<file path="src/rtl/pipe_rf_if.sv">
// Register file port bundle: two read ports, WB write port, issue port.
// master drives addresses/writes/issues; slave is the register file.
interface pipe_rf_if #(
  parameter int DATA_W = 32,
  parameter int ADDR_W = 5
);
  logic [ADDR_W-1:0] rs_addr;
  logic [ADDR_W-1:0] rt_addr;
  logic [DATA_W-1:0] rs_data;
  logic [DATA_W-1:0] rt_data;
  logic              rs_busy;
  logic              rt_busy;
  logic              hazard;
  logic              wr_en;
  logic [ADDR_W-1:0] wr_addr;
  logic [DATA_W-1:0] wr_data;
  logic              iss_en;
  logic [ADDR_W-1:0] iss_addr;
  logic [ADDR_W:0]   busy_cnt;

  modport master (
    output rs_addr, rt_addr,
    output wr_en, wr_addr, wr_data,
    output iss_en, iss_addr,
    input  rs_data, rt_data,
    input  rs_busy, rt_busy, hazard,
    input  busy_cnt
  );

  modport slave (
    input  rs_addr, rt_addr,
    input  wr_en, wr_addr, wr_data,
    input  iss_en, iss_addr,
    output rs_data, rt_data,
    output rs_busy, rt_busy, hazard,
    output busy_cnt
  );
endinterface

</file>
<file path="src/rtl/pipe_rf.sv">
// Register file with pending-write scoreboard and two async read ports.
// Define RF_BYPASS_EN to forward same-cycle WB data/busy-clear to reads.
module pipe_rf #(
  parameter int DATA_W   = 32,
  parameter int ADDR_W   = 5,
  parameter int ZERO_REG = 1
) (
  input  logic      clk,
  input  logic      rst_n,
  pipe_rf_if.slave  rf
);
  localparam int DEPTH = 1 << ADDR_W;

  logic [DATA_W-1:0] regs [DEPTH];
  logic [DEPTH-1:0]  busy_q;
  logic [DEPTH-1:0]  busy_d;
  logic [ADDR_W:0]   cnt_q;
  logic [ADDR_W:0]   cnt_d;

  logic wr_ok;
  logic iss_ok;
  logic same_a;
  logic inc;
  logic dec;

  logic rs_zero;
  logic rt_zero;
  logic rs_byp;
  logic rt_byp;
  logic rs_iss;
  logic rt_iss;

  assign rs_zero = (ZERO_REG != 0) && (rf.rs_addr == '0);
  assign rt_zero = (ZERO_REG != 0) && (rf.rt_addr == '0);

  // Writes and issues to a hardwired zero register never take effect.
  assign wr_ok  = rf.wr_en &&
                  !((ZERO_REG != 0) && (rf.wr_addr == '0));
  assign iss_ok = rf.iss_en &&
                  !((ZERO_REG != 0) && (rf.iss_addr == '0));

  assign same_a = (rf.wr_addr == rf.iss_addr);

  assign inc = iss_ok && !busy_q[rf.iss_addr];
  assign dec = wr_ok && busy_q[rf.wr_addr] &&
               !(iss_ok && same_a);

  always_comb begin
    busy_d = busy_q;
    if (wr_ok)
      busy_d[rf.wr_addr] = 1'b0;
    if (iss_ok)
      busy_d[rf.iss_addr] = 1'b1;
  end

  always_comb begin
    cnt_d = cnt_q + (ADDR_W+1)'(inc)
                  - (ADDR_W+1)'(dec);
  end

  always_ff @(posedge clk or negedge rst_n) begin
    if (!rst_n) begin
      for (int i = 0; i < DEPTH; i++)
        regs[i] <= '0;
    end else if (wr_ok) begin
      regs[rf.wr_addr] <= rf.wr_data;
    end
  end

  always_ff @(posedge clk or negedge rst_n) begin
    if (!rst_n) begin
      busy_q <= '0;
      cnt_q  <= '0;
    end else begin
      busy_q <= busy_d;
      cnt_q  <= cnt_d;
    end
  end

  assign rs_iss = iss_ok && (rf.iss_addr == rf.rs_addr);
  assign rt_iss = iss_ok && (rf.iss_addr == rf.rt_addr);

`ifdef RF_BYPASS_EN
  assign rs_byp = wr_ok && (rf.wr_addr == rf.rs_addr);
  assign rt_byp = wr_ok && (rf.wr_addr == rf.rt_addr);
`else
  assign rs_byp = 1'b0;
  assign rt_byp = 1'b0;
`endif

  always_comb begin
    rf.rs_data = regs[rf.rs_addr];
    if (rs_zero)
      rf.rs_data = '0;
    else if (rs_byp)
      rf.rs_data = rf.wr_data;
  end

  always_comb begin
    rf.rt_data = regs[rf.rt_addr];
    if (rt_zero)
      rf.rt_data = '0;
    else if (rt_byp)
      rf.rt_data = rf.wr_data;
  end

  // A forwarded write retires the producer unless a new one issues now.
  assign rf.rs_busy = busy_q[rf.rs_addr] && !rs_zero &&
                      !(rs_byp && !rs_iss);
  assign rf.rt_busy = busy_q[rf.rt_addr] && !rt_zero &&
                      !(rt_byp && !rt_iss);

  assign rf.hazard   = rf.rs_busy | rf.rt_busy;
  assign rf.busy_cnt = cnt_q;

endmodule
</file>
<file path="src/flat_wrapper.sv">
// flat-port wrapper written by rule: the top's interface ports become plain ports
module pipe_rf_flat 
#(
  parameter int DATA_W   = 32,
  parameter int ADDR_W   = 5,
  parameter int ZERO_REG = 1
)
  (clk, rst_n, rf_rs_addr, rf_rt_addr, rf_wr_en, rf_wr_addr, rf_wr_data, rf_iss_en, rf_iss_addr, rf_rs_data, rf_rt_data, rf_rs_busy, rf_rt_busy, rf_hazard, rf_busy_cnt);
  pipe_rf_if #(.DATA_W(DATA_W), .ADDR_W(ADDR_W)) rf_i ();
  input  logic clk;
  input  logic rst_n;
  input wire logic [$bits(rf_i.rs_addr)-1:0] rf_rs_addr;
  input wire logic [$bits(rf_i.rt_addr)-1:0] rf_rt_addr;
  input wire logic [$bits(rf_i.wr_en)-1:0] rf_wr_en;
  input wire logic [$bits(rf_i.wr_addr)-1:0] rf_wr_addr;
  input wire logic [$bits(rf_i.wr_data)-1:0] rf_wr_data;
  input wire logic [$bits(rf_i.iss_en)-1:0] rf_iss_en;
  input wire logic [$bits(rf_i.iss_addr)-1:0] rf_iss_addr;
  output wire logic [$bits(rf_i.rs_data)-1:0] rf_rs_data;
  output wire logic [$bits(rf_i.rt_data)-1:0] rf_rt_data;
  output wire logic [$bits(rf_i.rs_busy)-1:0] rf_rs_busy;
  output wire logic [$bits(rf_i.rt_busy)-1:0] rf_rt_busy;
  output wire logic [$bits(rf_i.hazard)-1:0] rf_hazard;
  output wire logic [$bits(rf_i.busy_cnt)-1:0] rf_busy_cnt;
  assign rf_i.rs_addr = rf_rs_addr;
  assign rf_i.rt_addr = rf_rt_addr;
  assign rf_i.wr_en = rf_wr_en;
  assign rf_i.wr_addr = rf_wr_addr;
  assign rf_i.wr_data = rf_wr_data;
  assign rf_i.iss_en = rf_iss_en;
  assign rf_i.iss_addr = rf_iss_addr;
  assign rf_rs_data = rf_i.rs_data;
  assign rf_rt_data = rf_i.rt_data;
  assign rf_rs_busy = rf_i.rs_busy;
  assign rf_rt_busy = rf_i.rt_busy;
  assign rf_hazard = rf_i.hazard;
  assign rf_busy_cnt = rf_i.busy_cnt;
  pipe_rf #(.DATA_W(DATA_W), .ADDR_W(ADDR_W), .ZERO_REG(ZERO_REG)) u_core (.clk(clk), .rst_n(rst_n), .rf(rf_i));
endmodule
</file>
<file path="config.mk">
export PLATFORM = sky130hd
export DESIGN_NAME = pipe_rf_flat
export DESIGN_NICKNAME = d
export VERILOG_FILES = /design/src/rtl/pipe_rf_if.sv /design/src/rtl/pipe_rf.sv /design/src/flat_wrapper.sv
export SDC_FILE = /design/constraint.sdc
export NUM_CORES = 2
export LEC_CHECK = 0
export BUFFER_PORTS_ARGS = -buffer_cell sky130_fd_sc_hd__buf_4
export CORE_MARGIN = 2
export CORE_UTILIZATION = 55
export DETAILED_ROUTE_END_ITERATION = 16
export PLACE_DENSITY = 0.82
export SLEW_MARGIN = 20
export SYNTH_ARGS = -nofsm -noshare
export SYNTH_HDL_FRONTEND = slang
export SYNTH_SLANG_ARGS = --single-unit
</file>
<file path="constraint.sdc">
create_clock -name clk -period 6.1 [get_ports clk]
set_input_delay 0.61 -clock clk [delete_from_list [all_inputs] [get_ports clk]]
set_output_delay 0.61 -clock clk [all_outputs]
set_load 0.01 [all_outputs]
</file>
==> flow_metrics.env <==
export IMPL_die_w_um=325.5
export IMPL_routed_wl_um=156000
export IMPL_period_share=0.7056
export IMPL_dp_cells=4820
export IMPL_tns_ns=0
export IMPL_viasPerCell=7.059
export IMPL_finalHoldViolCount=0
export IMPL_clk_latency_ns=0.69
export IMPL_hold_path_class="input port to asynchronous set/reset pin"
export IMPL_die_height_um=325.5
export IMPL_crit_type="input port to output pin"
export IMPL_path_clk_slew_ns=0.06
export IMPL_drcViolationCount=0
export IMPL_drive_gt1_frac=0.5573
export IMPL_ys_seq_area_frac=0.4675
export IMPL_cts_tree="done"
export IMPL_die_area_um2=105900
export IMPL_vdd_drop_max_v=0.0002315
export IMPL_antenna_found_initial=4
export IMPL_grt_util_met3=0.06708
export IMPL_cts_made_buffers=107
export IMPL_synth_edf_count=0
export IMPL_grt_util_all_layers=0.2976
export IMPL_syn_to_final_growth_pct=9.770
export IMPL_r2r_start="u_core.busy_q[19]$_DFF_PN0_"
export IMPL_synthCells=3674
export IMPL_setup_slack_ns=1.796
export IMPL_detail_route_antenna_nets=0
export IMPL_status="finished, final reports clean"
export IMPL_slew_violations=0
export IMPL_critPathLaunchType="input port"
export IMPL_tightest_slew_ns=1.220
export IMPL_r2r_setup_slack_ns=3.06
export IMPL_reg2regPathDepth=12
export IMPL_cts_hold_buffers=0
export IMPL_cp_max_fo=65
export IMPL_grt_pass1_wl_um=238600
export IMPL_final_setup_viol_count=0
export IMPL_post_route_min_period_ns=4.304
export IMPL_power_per_cell_area_nw_per_um2=336.9
export IMPL_post_dp_hpwl_um=86190
export IMPL_grt_busiest_layer="met2"
export IMPL_final_common_cell="dfrtp_1"
export IMPL_cts_resized=0
export IMPL_fillCellCount=7296
export IMPL_syn_num_nets=3737
export IMPL_cts_sinks=1062
export IMPL_synth_seq_cells=1062
export IMPL_htreeDepth=3
export IMPL_use_met2=0.4710
export IMPL_clockBufferDepth=3
export IMPL_grt_max_degree=184
export IMPL_stdcell_count=5020
export IMPL_critical_path_arrival_ns=3.69
export IMPL_io_pins=129
export IMPL_synthDistinctLibCells=46
export IMPL_synthFlopType="dfrtp_1"
export IMPL_max_slew_margin=0.1849
export IMPL_max_freq_mhz=232.3
export IMPL_port_buffers=128
export IMPL_use_met1=0.4061
export IMPL_gp_congestion=0.8460
export IMPL_r2r_end="u_core.rf.busy_cnt[4]$_DFF_PN0_"
export IMPL_required_ns=5.49
export IMPL_skew_ns=0.01792
export IMPL_nNetsFinal=3624
export IMPL_initial_core_util=0.5563
export IMPL_fp_row_count=117
export IMPL_p_leak_nw=26.74
export IMPL_async_flop_share=1.000
export IMPL_grt_pass1_vias=37270
export IMPL_design_area_um2=62400
export IMPL_synth_area_um2=56850
export IMPL_layout_cells_most_common_list="dfrtp_1, mux2_2, mux4_2"
export IMPL_dp_slack_ns=1.843
export IMPL_firstDrtPassIters=7
export IMPL_core_area_um2=102200
export IMPL_vias=35430
export IMPL_rsz0062_at_grt="no"
export IMPL_cts_root_buf="clkbuf_16"
export IMPL_yosysWarnings=0
export IMPL_synth_avg_cell_area_um2=15.47
export IMPL_post_cts_setup_buffer_count=0
export IMPL_grt_overflow_total=0
export IMPL_drt_initial_drc_count=3858
export IMPL_endpoint_kind="output pin"
export IMPL_maxCapViolCount=0
export IMPL_placed_area_um2=58610
export IMPL_wl_per_cell_um=31.07
cells by family (layout without fill, tap and decap cells):
group	count (synthesis)	count (layout)	synth area share
flip-flops	1062	1062	0.4675
AND/OR/NAND/NOR	165	165	0.01301
adder cells (fa/ha/maj)	7	7	0.001673
AO/OA/AOI/OAI	236	236	0.02930
XOR/XNOR	10	10	0.001541
buffers and inverters	468	444	0.03671
other	0	2	0
multiplexers	1726	1726	0.4503
routing by layer:
metal,up-vias,wire (um)
li1,14040,-
met1,19070,59940
met2,1911,74590
met3,409,15300
met4,4,6101
met5,-,23
worst max path at each step:
stage | start | endpoint | slack [ns] | cells after the start
floorplan | rf_iss_addr[0] | u_core.rf.busy_cnt[4]$_DFF_PN0_ | 2.93 | 15
global placement | rf_rs_addr[1] | rf_rs_data[4] | 1.84 | 7
detailed placement | rf_rs_addr[1] | rf_rs_data[4] | 1.84 | 7
CTS | rf_rs_addr[1] | rf_rs_data[4] | 1.82 | 7
global route | rf_rs_addr[1] | rf_rs_data[4] | 1.69 | 7
finish | rf_rs_addr[1] | rf_rs_data[4] | 1.80 | 7
metrics by stage:
step	hold slack, ns	util	power [W]
final	0.01677	0.6107	0.02102
after CTS	0.03423	0.6106	0.02105
after global routing	0.06930	0.6107	0.02185
after global placement	0.3763	0.5736	0.01375
after detailed placement	0.3853	0.5736	0.01401
after floorplan	0.3144	-	0.01263
area by class of cell:
class | instances | area (um^2) | share of cell area
antenna | 2 | 5.005 | 0.00008020
timing repair buffer | 198 | 1769 | 0.02835
clock buffer | 140 | 3057 | 0.04898
multi-input combinational | 2144 | 28370 | 0.4547
clock inverter | 58 | 732.0 | 0.01173
inverter | 48 | 180.2 | 0.002887
sequential | 1062 | 26580 | 0.4259
tap | 1368 | 1712 | 0.02743
state kept, by name, indices dropped and copies added, names as in the netlist:
signal	cells
u_core.regs	1024
u_core.busy_q	32
u_core.rf.busy_cnt	6
critical path, cell delays in order:
cell	delay, ns
buf_8	0.45
or3b_4	0.79
buf_4	0.39
o221ai_1	0.19
a221oi_1	0.08
a211oi_1	0.86
buf_4	0.26
report_power, final:
group	internal (W)	switching [W]
Combinational	0.00277	0.00174
Sequential	0.00841	0.00103
Clock	0.00417	0.00289
cell usage after synthesis, types with 2 or more instances:
cell | number | share of area
buf_4 | 19 | 0.0025
nor3_1 | 9 | 0.00079
o22ai_1 | 31 | 0.0034
xnor2_1 | 6 | 0.00092
nor2_1 | 33 | 0.0022
o21ai_1 | 32 | 0.0028
nor2b_1 | 8 | 0.00088
buf_6 | 14 | 0.0028
mux2_2 | 1050 | 0.21
a32o_1 | 2 | 0.00035
a21oi_1 | 6 | 0.00053
mux2i_1 | 116 | 0.020
nand3b_1 | 6 | 0.00079
nand3_1 | 6 | 0.00053
o21bai_1 | 2 | 0.00026
buf_2 | 123 | 0.011
and3_1 | 3 | 0.00033
clkbuf_1 | 224 | 0.015
a22oi_1 | 3 | 0.00040
a22o_1 | 11 | 0.0017
ha_1 | 6 | 0.0013
nor3b_1 | 5 | 0.00066
or2_2 | 4 | 0.00044
dfrtp_1 | 1062 | 0.47
buf_1 | 40 | 0.0026
a221oi_1 | 33 | 0.0051
o21ai_0 | 28 | 0.0025
mux4_2 | 560 | 0.22
a211oi_1 | 50 | 0.0066
a31oi_1 | 2 | 0.00022
o211ai_1 | 2 | 0.00026
xor2_1 | 4 | 0.00062
inv_1 | 48 | 0.0032
nand2_1 | 85 | 0.0056
o221ai_1 | 30 | 0.0046
(Power assumes the default switching activity.)
